$ cat src/rtl/spectrum_pkg.sv
// Shared widths, types and FSM encoding for the spectrum peak tracker.
package spectrum_pkg;

  localparam int NBINS   = 8;
  localparam int MAG_W   = 13;
  localparam int LEVEL_W = 4;

  typedef logic [MAG_W-1:0]   mag_t;
  typedef logic [LEVEL_W-1:0] level_t;

  typedef enum logic [1:0] {
    IDLE = 2'd0,
    SCAN = 2'd1,
    DONE = 2'd2
  } tracker_state_t;

endpackage

$ cat src/rtl/spectrum_peak_tracker_msb_level.sv
// Leading-one encoder: 0 for a zero input, else floor(log2(value)) + 1.
module msb_level
  import spectrum_pkg::*;
(
  input  logic [MAG_W-1:0]   value,
  output logic [LEVEL_W-1:0] level
);

  // NOTE: assign a default before the loop so every path drives level and no latch is inferred.
  always_comb begin
    level = '0;
    for (int i = 0; i < MAG_W; i++) begin
      if (value[i]) level = LEVEL_W'(i + 1);
    end
  end

endmodule

$ cat src/rtl/spectrum_peak_tracker.sv
// Per-frame smoothing, peak-hold with linear decay, bar levels and dominant-bin search
// over eight FFT magnitudes, processed one bin per clock after each update tick.
module spectrum_peak_tracker
  import spectrum_pkg::*;
#(
  parameter int FCLK        = 50_000_000,
  parameter int UPDATE_HZ   = 30,
  parameter int ALPHA_SHIFT = 2,
  parameter int DECAY_STEP  = 64,
  parameter int SEARCH_LO   = 1,
  parameter int SEARCH_HI   = 4
) (
  input  logic               clk,
  input  logic               reset,
  input  logic [MAG_W-1:0]   mag    [NBINS],
  output logic [MAG_W-1:0]   smooth [NBINS],
  output logic [MAG_W-1:0]   hold   [NBINS],
  output logic [LEVEL_W-1:0] level  [NBINS],
  output logic [2:0]         peak_bin,
  output logic [MAG_W-1:0]   peak_mag,
  output logic               frame_done
);

  localparam int               PERIOD   = FCLK / UPDATE_HZ;
  localparam int               CNT_W    = $clog2(PERIOD);
  localparam logic [CNT_W-1:0] CNT_LAST = CNT_W'(PERIOD - 1);
  localparam logic [2:0]       LAST_BIN = 3'(NBINS - 1);
  localparam logic [2:0]       LO_BIN   = 3'(SEARCH_LO);
  localparam logic [2:0]       HI_BIN   = 3'(SEARCH_HI);
  localparam mag_t             DECAY    = MAG_W'(DECAY_STEP);

  if (PERIOD < 16) begin : g_period_check
    $error("spectrum_peak_tracker: FCLK/UPDATE_HZ must be at least 16");
  end
  if (ALPHA_SHIFT < 0 || ALPHA_SHIFT > 6) begin : g_alpha_check
    $error("spectrum_peak_tracker: ALPHA_SHIFT must lie in 0..6");
  end

  logic [CNT_W-1:0] cnt_q, cnt_d;
  tracker_state_t   state_q, state_d;
  logic [2:0]       idx_q, idx_d;
  mag_t             snap_q   [NBINS];
  mag_t             snap_d   [NBINS];
  mag_t             smooth_q [NBINS];
  mag_t             smooth_d [NBINS];
  mag_t             hold_q   [NBINS];
  mag_t             hold_d   [NBINS];
  level_t           level_q  [NBINS];
  level_t           level_d  [NBINS];
  logic [2:0]       best_bin_q, best_bin_d;
  mag_t             best_mag_q, best_mag_d;
  logic [2:0]       peak_bin_q, peak_bin_d;
  mag_t             peak_mag_q, peak_mag_d;
  logic             frame_done_q, frame_done_d;

  logic tick;
  assign tick = (cnt_q == CNT_LAST);

  // Single-bin datapath for the bin selected by idx_q.
  mag_t                  cur_snap, cur_smooth, cur_hold;
  mag_t                  decayed, smooth_new, hold_new;
  level_t                level_new;
  logic signed [MAG_W:0] diff, step, sum;
  logic                  in_search;

  assign cur_snap   = snap_q[idx_q];
  assign cur_smooth = smooth_q[idx_q];
  assign cur_hold   = hold_q[idx_q];

  // New value lies between old smooth and snapshot, so the 13-bit truncation is exact.
  assign diff       = $signed({1'b0, cur_snap}) - $signed({1'b0, cur_smooth});
  assign step       = diff >>> ALPHA_SHIFT;
  assign sum        = $signed({1'b0, cur_smooth}) + step;
  assign smooth_new = sum[MAG_W-1:0];

  assign decayed   = (cur_hold > DECAY) ? (cur_hold - DECAY) : '0;
  assign hold_new  = (smooth_new > decayed) ? smooth_new : decayed;
  assign in_search = (idx_q >= LO_BIN) && (idx_q <= HI_BIN);

  msb_level u_msb_level (
    .value (hold_new),
    .level (level_new)
  );

  always_comb begin
    cnt_d        = tick ? '0 : cnt_q + 1'b1;
    state_d      = state_q;
    idx_d        = idx_q;
    snap_d       = snap_q;
    smooth_d     = smooth_q;
    hold_d       = hold_q;
    level_d      = level_q;
    best_bin_d   = best_bin_q;
    best_mag_d   = best_mag_q;
    peak_bin_d   = peak_bin_q;
    peak_mag_d   = peak_mag_q;
    frame_done_d = 1'b0;

    unique case (state_q)
      IDLE: begin
        if (tick) begin
          snap_d     = mag;
          idx_d      = '0;
          best_bin_d = LO_BIN;
          best_mag_d = '0;
          state_d    = SCAN;
        end
      end
      SCAN: begin
        smooth_d[idx_q] = smooth_new;
        hold_d[idx_q]   = hold_new;
        level_d[idx_q]  = level_new;
        // Strict compare keeps the lowest index on ties.
        if (in_search && (smooth_new > best_mag_q)) begin
          best_bin_d = idx_q;
          best_mag_d = smooth_new;
        end
        if (idx_q == LAST_BIN) state_d = DONE;
        else                   idx_d   = idx_q + 1'b1;
      end
      DONE: begin
        peak_bin_d   = best_bin_q;
        peak_mag_d   = best_mag_q;
        frame_done_d = 1'b1;
        state_d      = IDLE;
      end
      default: state_d = IDLE;
    endcase
  end

  // NOTE: the per-bin arrays are small register files feeding outputs, so they are reset like any other flop.
  always_ff @(posedge clk or posedge reset) begin
    if (reset) begin
      cnt_q        <= '0;
      state_q      <= IDLE;
      idx_q        <= '0;
      snap_q       <= '{default: '0};
      smooth_q     <= '{default: '0};
      hold_q       <= '{default: '0};
      level_q      <= '{default: '0};
      best_bin_q   <= '0;
      best_mag_q   <= '0;
      peak_bin_q   <= '0;
      peak_mag_q   <= '0;
      frame_done_q <= 1'b0;
    end else begin
      // NOTE: non-blocking updates so every flop samples the pre-edge value of every other.
      cnt_q        <= cnt_d;
      state_q      <= state_d;
      idx_q        <= idx_d;
      snap_q       <= snap_d;
      smooth_q     <= smooth_d;
      hold_q       <= hold_d;
      level_q      <= level_d;
      best_bin_q   <= best_bin_d;
      best_mag_q   <= best_mag_d;
      peak_bin_q   <= peak_bin_d;
      peak_mag_q   <= peak_mag_d;
      frame_done_q <= frame_done_d;
    end
  end

  assign smooth     = smooth_q;
  assign hold       = hold_q;
  assign level      = level_q;
  assign peak_bin   = peak_bin_q;
  assign peak_mag   = peak_mag_q;
  assign frame_done = frame_done_q;

endmodule

$ cat config.mk
export PLATFORM = sky130hd
export DESIGN_NAME = spectrum_peak_tracker
export DESIGN_NICKNAME = d
export VERILOG_FILES = /design/src/rtl/spectrum_pkg.sv /design/src/rtl/spectrum_peak_tracker_msb_level.sv /design/src/rtl/spectrum_peak_tracker.sv
export SDC_FILE = /design/constraint.sdc
export NUM_CORES = 1
export LEC_CHECK = 0
export ABC_AREA = 1
export CORE_ASPECT_RATIO = 2
export CORE_MARGIN = 1
export CORE_UTILIZATION = 45
export DETAILED_ROUTE_END_ITERATION = 12
export DONT_BUFFER_PORTS = 1
export GPL_TIMING_DRIVEN = 1
export PLACE_DENSITY = 0.56
export SLEW_MARGIN = 20
export SYNTH_ARGS = -nofsm -noshare
export SYNTH_HDL_FRONTEND = slang
export SYNTH_SLANG_ARGS = --single-unit
$ cat constraint.sdc
create_clock -name clk -period 34.5 [get_ports clk]
set_input_delay 5.175 -clock clk [delete_from_list [all_inputs] [get_ports clk]]
set_output_delay 5.175 -clock clk [all_outputs]
set_load 0.01 [all_outputs]
==> results.py <==
metrics = {
    "yosys": {
        "yosys.area_share.simple": 0.1930,
        "synthAdderAreaFrac": 0.03723,
        "synth-edff-count": 0,
        "ys_ff_latch": 403,
        "yosys_warnings": 0,
        "synth_top_family_by_area": "simple AND/OR/NAND/NOR gates",
        "syn-num-nets": 2505,
        "syn_inst": 2340,
        "yosys.area.top_type_share": 0.5035,
        "synth_area_leader_cell": "dfrtp_1",
        "syn_area_per_cell_sq_um": 8.559,
        "synth_mux_area_frac": 0.05847,
        "synthTopCellsByArea": "dfrtp_1 (50%), nand2_1 (10%), o21ai_0 (8.6%)",
        "synthXorXnorAreaFrac": 0.008746,
        "seq_area_frac_synth": 0.5035,
        "synth.distinct_cells": 51,
        "mappedNetlistArea_sq_mm": 0.02003,
        "ys.flop_type": "dfrtp_1",
        "synthArstFlopShare": 1.000,
        "synth_compound_area_frac": 0.1258,
    },
    "clocking": {
        "post_cts_buffers": 0,
        "clockBufferDepth": 3,
        "clockRootBuffer": "clkbuf_16",
        "clkTransAtPathRegs_ps": 70,
        "cts_resized": 0,
        "clock_sinks": 403,
        "h-tree-depth": 2,
        "clk_latency_ps": 550,
        "cts_made_buffers": 38,
        "cts-hold-fix-buffers": 0,
        "cts_tree": "built",
    },
    "sta": {
        "finalMaxSlewViolations": 0,
        "finalCritPeriodShare": 0.2583,
        "max_freq_mhz": 112.2,
        "min_period_ps": 8910,
        "hold_violations": 0,
        "finalSetupViolations": 0,
        "rsz0062_at_grt": "false",
        "fin_setup_tns_ps": 0,
        "skew_ps": 26.19,
        "worst_slew_pin_slew_ps": 1042,
        "slew_headroom": 0.3006,
    },
    "floorplan": {
        "rows": 109,
        "ios": 363,
        "core-area_sq_mm": 0.04405,
        "die_w_um": 151.2,
        "fp.dieArea_sq_mm": 0.04541,
        "die-height_um": 300.4,
        "floorplan.initialDensity": 0.4547,
    },
    "global_route": {
        "grt_overflow_total": 0,
        "track_usage": 0.3059,
        "grt_pass1_wl_um": 101000,
        "grt_pass1_vias": 15995,
        "grt_start_max_net_pins": 119,
        "antenna_found_initial": 1,
    },
    "drt": {
        "vias": 16021,
        "drc": 0,
        "drtIter0Drc": 902,
        "drt_pass1_iterations": 6,
        "wire_per_inst_um": 23.91,
        "vias_per_cell": 5.578,
        "wirelength_um": 68660,
        "ant_nets": 0,
    },
    "power_and_ir_drop": {
        "powerDensity_mw_per_mm2": 45.97,
        "total_power_w": 0.0009960,
        "irDropWorstVdd_mv": 0.05339,
        "power_leakage_nw": 10.11,
    },
    "finish": {
        "final_cell_area_sq_mm": 0.02166,
        "multi_input_comb_area_sq_mm": 0.008484,
        "finalNonFillerCells": 2872,
        "final_nets": 2454,
        "drive_gt1_frac": 0.1136,
        "seq_area_sq_mm": 0.01009,
        "final_common_cell": "nand2_1",
        "layout_common_cells": "nand2_1 (547), dfrtp_1 (402), o21ai_0 (343)",
        "area_growth_pct": 8.171,
        "fill_cells": 4205,
    },
    "critical_path": {
        "path_max_fanout": 80,
        "crit_arrival_ps": 9350,
        "worstSetupStartpointType": "register",
        "cp_common_cell": "nand2_1",
        "critPathRequiredTime_ps": 34940,
        "end_kind": "register",
        "criticalPathCategory": "reg -> reg",
        "max_stage_delay_ps": 890,
        "cp_slowest_cell": "o21ai_1",
    },
    "placement": {
        "hpwl_um": 50160,
        "dp_cells": 2804,
        "placed_cell_area_sq_mm": 0.02039,
        "gp_congestion": 0.9155,
        "portBuffers": 0,
    },
    "run_status": {
        "status": "finished, final reports clean",
    },
    "flow_run": {
        "maxCapViolCount": 0,
    },
    "worst_hold_path": {
        "hp-class": "reg -> reg",
    },
}
==> state kept, by name, summed over array words and instances, names as in the netlist, 3 cells and up <==
signal      cells
hold          104
smooth        104
snap_q        104
level          32
cnt_q          21
best_mag_q     13
peak_mag       13
best_bin_q      3
idx_q           3
peak_bin        3
==> synth_stat cells (all sizes together), types with 13 or more instances <==
cell      n
a21oi    50
o22ai    16
xor2     14
nand2   564
ha       58
dfrtp   403
o21ai   365
buf      42
nand4    19
o211ai   13
clkbuf   73
nor3     15
mux2    104
inv     242
nor2    223
nand3    76
==> cell families after synthesis <==
| group | count (synthesis) |
|---|---|
| xor gates and xnor gates | 20 |
| muxes | 104 |
| buffers and inverters | 364 |
| adders and majority gates | 59 |
| and+or+nand+nor | 922 |
| DFF | 403 |
| AOI/OAI and AO/OA | 468 |
==> final timing paths <==
path                               start    endpoint  slack [ps]  depth (start not counted)
worst max-delay path            idx_q[0]   level[11]       25590                         39
worst min-delay path            cnt_q[9]    cnt_q[9]         500                          1
worst max register to register  idx_q[0]   level[11]       25590                         39
worst min register to register  cnt_q[9]    cnt_q[9]         500                          1
max in group asynchronous          reset  snap_q[35]       27770                          3
min in group asynchronous          reset    hold[93]        4650                          1
==> stage by stage <==
step,hold WS (ps),setup slack (ps),utilization
finish,499.9,25590,0.4918
global route,513.5,24780,0.4917
CTS,499.4,25530,0.4916
detailed placement,484.6,25570,0.4630
global placement,474.5,25760,0.4630
floorplan,435.6,18120,-
==> power breakdown <==
group / leakage (nW) / switching, W / internal (W)
combinational: 4.12 / 0.0000566 / 0.0000208
clock: 0.614 / 0.000191 / 0.000245
sequential: 5.38 / 0.00000385 / 0.000479
==> cell type report <==
| cell class | count | share of cell area |
|---|---|---|
| Clock buffer | 55 | 0.05256 |
| Antenna cell | 1 | 0.0001155 |
| Timing Repair Buffer | 24 | 0.008663 |
| Tap cell | 555 | 0.03205 |
| Sequential cell | 403 | 0.4657 |
| Multi-Input combinational cell | 1573 | 0.3916 |
| Clock inverter | 12 | 0.005602 |
| Inverter | 249 | 0.04372 |
==> critical path, delay by kind of cell (launching register included) <==
family                     cells  cell delay [ps]
AOI/OAI and AO/OA             10             2970
xor gates and xnor gates       1              160
adders and majority gates      3              960
buffers and inverters          4             1430
DFF                            1              690
and+or+nand+nor               21             2540
==> metal layers <==
metal	GRT usage	part of all wire
met5	0	0
met4	0.1776	0.063
met2	0.5738	0.54
met1	0.2997	0.33
met3	0.06677	0.066
Power figures use the tool's default switching activity.
